**src/rtl/pc_gen.sv**
```systemverilog
// pc_gen -- fetch-stage program-counter generator.
//
// Holds the fetch address, feeds the external PC+STEP adder and loads the
// adder's sum as the sequential next PC. Handles branch/jump redirects,
// hazard stalls and a valid/ready fetch handshake toward instruction memory.
// A redirect to a non-word-aligned target freezes the block in S_HALT with
// a sticky o_misaligned flag until reset.
//
// Parameters:
//   RESET_VECTOR  PC loaded on reset (must be word-aligned)
//   PC_STEP       constant driven on o_add_b
//
// Ports:
//   i_clk         clock, rising edge
//   i_rst_n       asynchronous active-low reset
//   i_stall       hold PC (hazard unit)
//   i_br_taken    redirect request
//   i_br_target   redirect address
//   i_imem_ready  instruction memory accepts the current fetch
//   i_add_data    adder sum (o_add_a + o_add_b), must settle before the edge
//   o_add_a       adder operand A (= o_pc)
//   o_add_b       adder operand B (= PC_STEP)
//   o_pc          registered fetch address
//   o_imem_valid  fetch request valid
//   o_misaligned  sticky misaligned-redirect flag
//   o_fetch_cnt   completed fetches + redirects (only with PC_GEN_FETCH_CNT_EN)
//
// Build option: define PC_GEN_FETCH_CNT_EN to add the o_fetch_cnt counter.
//
// state   | meaning
// --------+------------------------------------------------------------
// S_BOOT  | one idle cycle after reset, no fetch request, PC holds
// S_FETCH | fetch request valid; redirect / stall / advance on each edge
// S_HALT  | misaligned redirect seen; frozen until reset

module pc_gen #(
  parameter logic [31:0] RESET_VECTOR = 32'h0000_0000,
  parameter logic [31:0] PC_STEP      = 32'd4
) (
  input  logic        i_clk,
  input  logic        i_rst_n,
  input  logic        i_stall,
  input  logic        i_br_taken,
  input  logic [31:0] i_br_target,
  input  logic        i_imem_ready,
  input  logic [31:0] i_add_data,
  output logic [31:0] o_add_a,
  output logic [31:0] o_add_b,
  output logic [31:0] o_pc,
  output logic        o_imem_valid,
  output logic        o_misaligned
`ifdef PC_GEN_FETCH_CNT_EN
  ,
  output logic [31:0] o_fetch_cnt
`endif
);

  typedef enum logic [1:0] {
    S_BOOT  = 2'd0,
    S_FETCH = 2'd1,
    S_HALT  = 2'd2
  } state_t;

  state_t      r_state;
  state_t      w_state_nxt;
  logic [31:0] r_pc;
  logic [31:0] w_pc_nxt;
  logic        r_misaligned;
  logic        w_misaligned_nxt;
  logic        w_imem_valid;
`ifdef PC_GEN_FETCH_CNT_EN
  logic        w_cnt_inc;
  logic [31:0] r_fetch_cnt;
`endif

  always_ff @(posedge i_clk or negedge i_rst_n) begin
    if (!i_rst_n) begin
      r_state      <= S_BOOT;
      r_pc         <= RESET_VECTOR;
      r_misaligned <= 1'b0;
    end else begin
      r_state      <= w_state_nxt;
      r_pc         <= w_pc_nxt;
      r_misaligned <= w_misaligned_nxt;
    end
  end

  always_comb begin
    w_state_nxt      = r_state;
    w_pc_nxt         = r_pc;
    w_misaligned_nxt = r_misaligned;
    w_imem_valid     = 1'b0;
`ifdef PC_GEN_FETCH_CNT_EN
    w_cnt_inc        = 1'b0;
`endif
    case (r_state)
      S_BOOT: begin
        w_state_nxt = S_FETCH;
      end
      S_FETCH: begin
        w_imem_valid = 1'b1;
        if (i_br_taken) begin
          if (i_br_target[1:0] != 2'b00) begin
            // PC keeps its last good value so software can see where it died
            w_misaligned_nxt = 1'b1;
            w_state_nxt      = S_HALT;
          end else begin
            // redirect wins over stall and ready; in-flight fetch is dropped
            w_pc_nxt = i_br_target;
`ifdef PC_GEN_FETCH_CNT_EN
            w_cnt_inc = 1'b1;
`endif
          end
        end else if (!i_stall && i_imem_ready) begin
          // sequential PC always comes from the external adder
          w_pc_nxt = i_add_data;
`ifdef PC_GEN_FETCH_CNT_EN
          w_cnt_inc = 1'b1;
`endif
        end
      end
      S_HALT: begin
        w_state_nxt = S_HALT;
      end
      default: begin
        w_state_nxt = S_BOOT;
      end
    endcase
  end

`ifdef PC_GEN_FETCH_CNT_EN
  always_ff @(posedge i_clk or negedge i_rst_n) begin
    if (!i_rst_n) begin
      r_fetch_cnt <= 32'd0;
    end else if (w_cnt_inc) begin
      r_fetch_cnt <= r_fetch_cnt + 32'd1;
    end
  end

  assign o_fetch_cnt = r_fetch_cnt;
`endif

  assign o_add_a      = r_pc;
  assign o_add_b      = PC_STEP;
  assign o_pc         = r_pc;
  assign o_imem_valid = w_imem_valid;
  assign o_misaligned = r_misaligned;

endmodule

```
**config.mk**
```make
export PLATFORM = sky130hd
export DESIGN_NAME = pc_gen
export DESIGN_NICKNAME = d
export VERILOG_FILES = /design/src/rtl/pc_gen.sv
export SDC_FILE = /design/constraint.sdc
export NUM_CORES = 1
export LEC_CHECK = 0
export CORE_ASPECT_RATIO = 1.4
export CORE_UTILIZATION = 36
export CTS_CLUSTER_DIAMETER = 60
export DETAILED_ROUTE_END_ITERATION = 8
export GPL_TIMING_DRIVEN = 0
export PLACE_DENSITY_LB_ADDON = 0.12
export RECOVER_POWER = 25
export SLEW_MARGIN = 10
export SYNTH_ARGS = -nofsm -noshare
export SYNTH_HDL_FRONTEND = slang
export SYNTH_SLANG_ARGS = --single-unit
export TNS_END_PERCENT = 10
```
**constraint.sdc**
```tcl
create_clock -name i_clk -period 1.49 [get_ports i_clk]
set_input_delay 0.3725 -clock i_clk [delete_from_list [all_inputs] [get_ports i_clk]]
set_output_delay 0.3725 -clock i_clk [all_outputs]
set_load 0.005 [all_outputs]
```
# --- After elaboration in Yosys (flattened, before gate mapping) ---
# Index checks and enable logic that the tools add are counted.
classes:
  n_reduce_logical: 8
  n_bitwise: 0
  n_shift: 0
  addsub: 0
  muxes: 7
  order_cmp: 0
  div: 0
  n_eq_ne: 5
  mul: 0
op_table:
  columns: ["cell", "n"]
  rows:
  - ["$mux W32", 3]
  - ["$ne A2 B2 Y1 const B", 3]
  - ["$pmux W2 S3", 1]
  - ["$reduce_and A3 Y1", 2]
  - ["$mux W2", 2]
  - ["$reduce_bool A2 Y1", 2]
  - ["$eq A2 B1 Y1 const B", 1]
  - ["$eq A2 B2 Y1 const B", 1]
  - ["$logic_not A2 Y1", 1]
  - ["$reduce_and A2 Y1", 1]
  - ["$logic_and A1 B1 Y1", 1]
  - ["$logic_not A1 Y1", 1]
  - ["$mux W1", 1]
totals:
  latchBits: 0
  word_cells: 23
  ff_bits: 35
  memories: 0
  out_inout_bits: 98
  ramBits: 0
  rom_bits: 0
  input_bits: 69

# --- Longest topological paths before layout ---
depth:
  word_depth: 4
  ltp_mapped: 5
  depth_no_buf: 4

# --- Worst setup path before layout ---
# Ideal clock, no wire load.
synth_path:
  kind: "input-to-reg"
  start: "in i_br_taken"
  end: "reg r_pc[0] (netlist: o_add_a[0])"
  cell_stages: 5
  arrival_time_ns: 1.334
  setup_ns: 0.125
  required_time_ns: 1.365
  path_slack_ns: 0.030
  cell_sequence: "buf_6 > nor3b_4 > o21ai_4 > buf_6 > mux2_4"
synth_between:
  elab_chain_cells: 2
  word_cells_on_any_way: 4
  classes_between: "1 x eq/ne; 1 x mux; 2 x reduce/logical"
synth_lines:
  columns: ["element", "line_no", "text"]
  rows:
  - ["start: declaration", "43", "input logic i_br_taken,"]
  - ["$ne A2 B2 Y1 (no line) or $reduce_bool A2 Y1 (tied branches)", null, null]
  - ["$reduce_and A3 Y1 (no line)", null, null]
  - ["end signal: assignment", "83", "r_pc <= w_pc_nxt;"]
  - ["end: declaration", "66", "logic [31:0] r_pc;"]
# Parallel ways exist; a longest one is shown, timed or not.
# A chain may end at the register's enable or synchronous reset.

# --- Worst setup path in the final report ---
layout_path:
  start: "in i_imem_ready"
  end: "reg r_pc[10] (netlist: o_add_a[10])"
layout_between:
  elab_chain_cells: 3
layout_lines:
  columns: ["element", "line_no", "text"]
  rows:
  - ["start: declaration", "45", "input logic i_imem_ready,"]
  - ["$logic_and A1 B1 Y1", "114", "end else if (!i_stall && i_imem_ready) begin"]
  - ["$reduce_bool A2 Y1 (no line)", null, null]
  - ["$reduce_and A3 Y1 (no line)", null, null]
# No other way between the ends.

==> impl_metrics.toml <==
[global_route]
grt_max_degree = 31
grt_pass1_wl_um = 8820
grt.total_usage_pct = 16.1
grt_pass1_vias = 1844
antenna_found_initial = 0
grt_overflow = 0

[layout]
instances_no_fill = 439
diodes = 0
finish.instance_area_um2 = 4020
area_growth_pct = 68.9
layout.nets = 438
drive_gt1_share_pct = 50.7

[logic_synthesis]
ys_ff_latch = 35
ys_top_cells_by_area = "dfrtp_1, buf_4, mux2_4"
synth_top_area_share_pct = 36.8
synthSimpleGateAreaFrac_pct = 2.00
synth_area_per_cell_um2 = 12.8
synth-compound-area-share_pct = 1.21
synth.area.mux_share_pct = 35.0
synth_top_family_by_area = "multiplexers"
synth_warnings = 0
synthesis.area_um2 = 2380
yosysUniqueCellTypes = 16
synthAdderAreaFrac_pct = 1.58
synthXorXnorAreaFrac_pct = 0
netlist_instances = 186
ys_seq_area_share_pct = 36.8
yosysTopAreaCell = "dfrtp_1"

[power_and_ir_drop]
p_leak_nw = 2.12
totalPowerFinal_mw = 5.87
vdd_drop_max_v = 0.000744
power.density_nw_per_um2 = 1460

[sta]
whs_ns = 0.477
maxSlewViolCount = 0
finalSetupViolations = 30
fmax_ghz = 0.648
fin_ws_ns = -0.0522
fin_skew_ns = 0.00268
hold_viol = 0
rsz0062_at_grt = "yes"
period_needed_ns = 1.54
period_share_pct = 104

[drt]
drt_pre_antenna_iters = 6
vias = 1820
via_per_inst = 4.15
wirelength_um = 5530
antenna_left = 0
dr.first_iter.drc_count = 50
drc = 24
routedWlPerCell_um = 12.6

[cts]
ctsHtreeMaxLevel = 2
cts.sinks = 35
cts-root-buf = "clkbuf_8"
clk_path_buf_depth = 2
cts_buffers = 5
clk_pin_slew_ns = 0.07
clk_latency_ns = 0.28
cts_tree = "yes"

[floorplanning]
die_w_um = 70.8
die_area_um2 = 6950
io_pins = 167
fp-row-count = 34
start_util_pct = 37.8
die_h_um = 98.3
coreArea_um2 = 6300

[setup_path]
crit_required_ns = 1.66
crit_start = "i_imem_ready"
crit_end = "o_add_a[10]$_DFFE_PN0P_"
ff2ff_setup_slack_ns = 0.10
worstPathArrival_ns = 1.71
reg2reg_from = "r_state[0]$_DFFE_PN0P_"
reg2reg_to = "o_add_a[10]$_DFFE_PN0P_"
crit_path_max_fanout = 10
crit_type = "input pin to register"
endpoint_kind = "register"
reg2regPathDepth = 5
critPathLaunchType = "input pin"

[placed_design]
placed_area_um2 = 3930
numPortBuffers = 133
post-place-cells = 422
dp_hpwl_um = 4300
place.gp.congestion = 0.715

[outcome]
violations = "DRC, setup timing"
outcome = "finished with violations"

[job]
cap_violations = 0

[hold_path]
hp-class = "register to register"
[through the flow]
step	worst slack [ns]	setup TNS, ns	utilization, %
final	-0.0522	-1.13	63.9
after global routing	-0.0611	-1.43	63.9
after CTS	-0.130	-3.65	63.1
after detailed placement	-0.456	-14.39	62.4
after global placement	-0.810	-41.43	62.2
after floorplan	0.0304	0	-
[sequential cells by signal, summed over array words and instances, names as in the netlist]
signal	cells
o_add_a	32
r_state	2
o_misaligned	1
[worst max-delay path: stages]
cell	delay, ns
clkdlybuf4s50_1	0.44
nor3b_2	0.21
o21ai_4	0.08
buf_12	0.14
buf_8	0.15
mux2_4	0.30
[cells by family (layout without fill, tap and decap cells)]
kind of cell	count (synthesis)	in the layout
mux	64	64
fa+ha+maj	3	3
simple gates	5	5
compound gates	3	3
buf+inv	74	225
other cells	2	32
flops	35	35
[cells in the mapped netlist]
master,n
buf_4,64
dfrtp_1,35
mux2_2,34
mux2_4,30
buf_6,4
buf_2,3
ha_1,3
inv_1,3
conb_1,2
nor2b_1,2
nand2_1,1
nor3b_2,1
nor3b_4,1
o21ai_0,1
o21ai_4,1
o21bai_1,1
[per-layer routing]
layer	GRT usage [%]	routed length (µm)	up-vias
met3	3.82	482	6
li1	-	-	884
met5	0	0	-
met2	30.3	2980	96
met1	17.2	1980	834
met4	6.00	87	0
[worst min-delay path by stage]
stage | startpoint | endpoint | slack [ns] | cells after the start
4_1_cts | i_rst_n | o_add_a[6]$_DFFE_PN0P_ | 0.44 | 2
5_1_grt | i_br_taken | o_add_a[13]$_DFFE_PN0P_ | 0.51 | 3
2_1_floorplan | i_rst_n | o_add_a[0]$_DFFE_PN0P_ | 0.08 | 0
3_3_place_gp | o_misaligned$_DFFE_PN0P_ | o_misaligned$_DFFE_PN0P_ | 0.46 | 1
3_5_place_dp | i_rst_n | o_add_a[10]$_DFFE_PN0P_ | 0.22 | 1
6_report | o_misaligned$_DFFE_PN0P_ | o_misaligned$_DFFE_PN0P_ | 0.48 | 1
[layout make-up]
type                            count  area [µm²]
Fill cell                         547        2270
Timing Repair Buffer              143        1320
Multi-Input combinational cell    107        1080
Sequential cell                    35         876
Buffer                             71         552
Clock buffer                        8         100
Tap cell                           72        90.1
Inverter                            3        11.3
[power breakdown]
part / internal, mW / switching [mW]
logic: 2.43 / 0.901
clock network: 0.422 / 0.328
registers: 1.42 / 0.373
[layout by cell type, fill, tap and decap left out, drive strengths merged]
| cell | count |
|---|---|
| nor2b | 2 |
| dlygate4sd3 | 1 |
| o21bai | 1 |
| clkdlybuf4s50 | 64 |
| dfrtp | 35 |
| inv | 3 |
| mux2 | 64 |
| dlymetal6s2s | 2 |
| ha | 3 |
| o21ai | 2 |
| nor3b | 2 |
| nand2 | 1 |
| conb | 32 |
| buf | 107 |
| dlygate4sd2 | 36 |
| clkbuf | 12 |
[what timing repair did]
item	in CTS	in global routing
hold buffers	1	0
resized for setup	70	11
pin swaps	2	2
endpoints found under the hold margin	5	0
endpoints found under the setup margin	96	36
cloned	0	1
buffers inserted	4	3
Power figures use the tool's default switching activity.
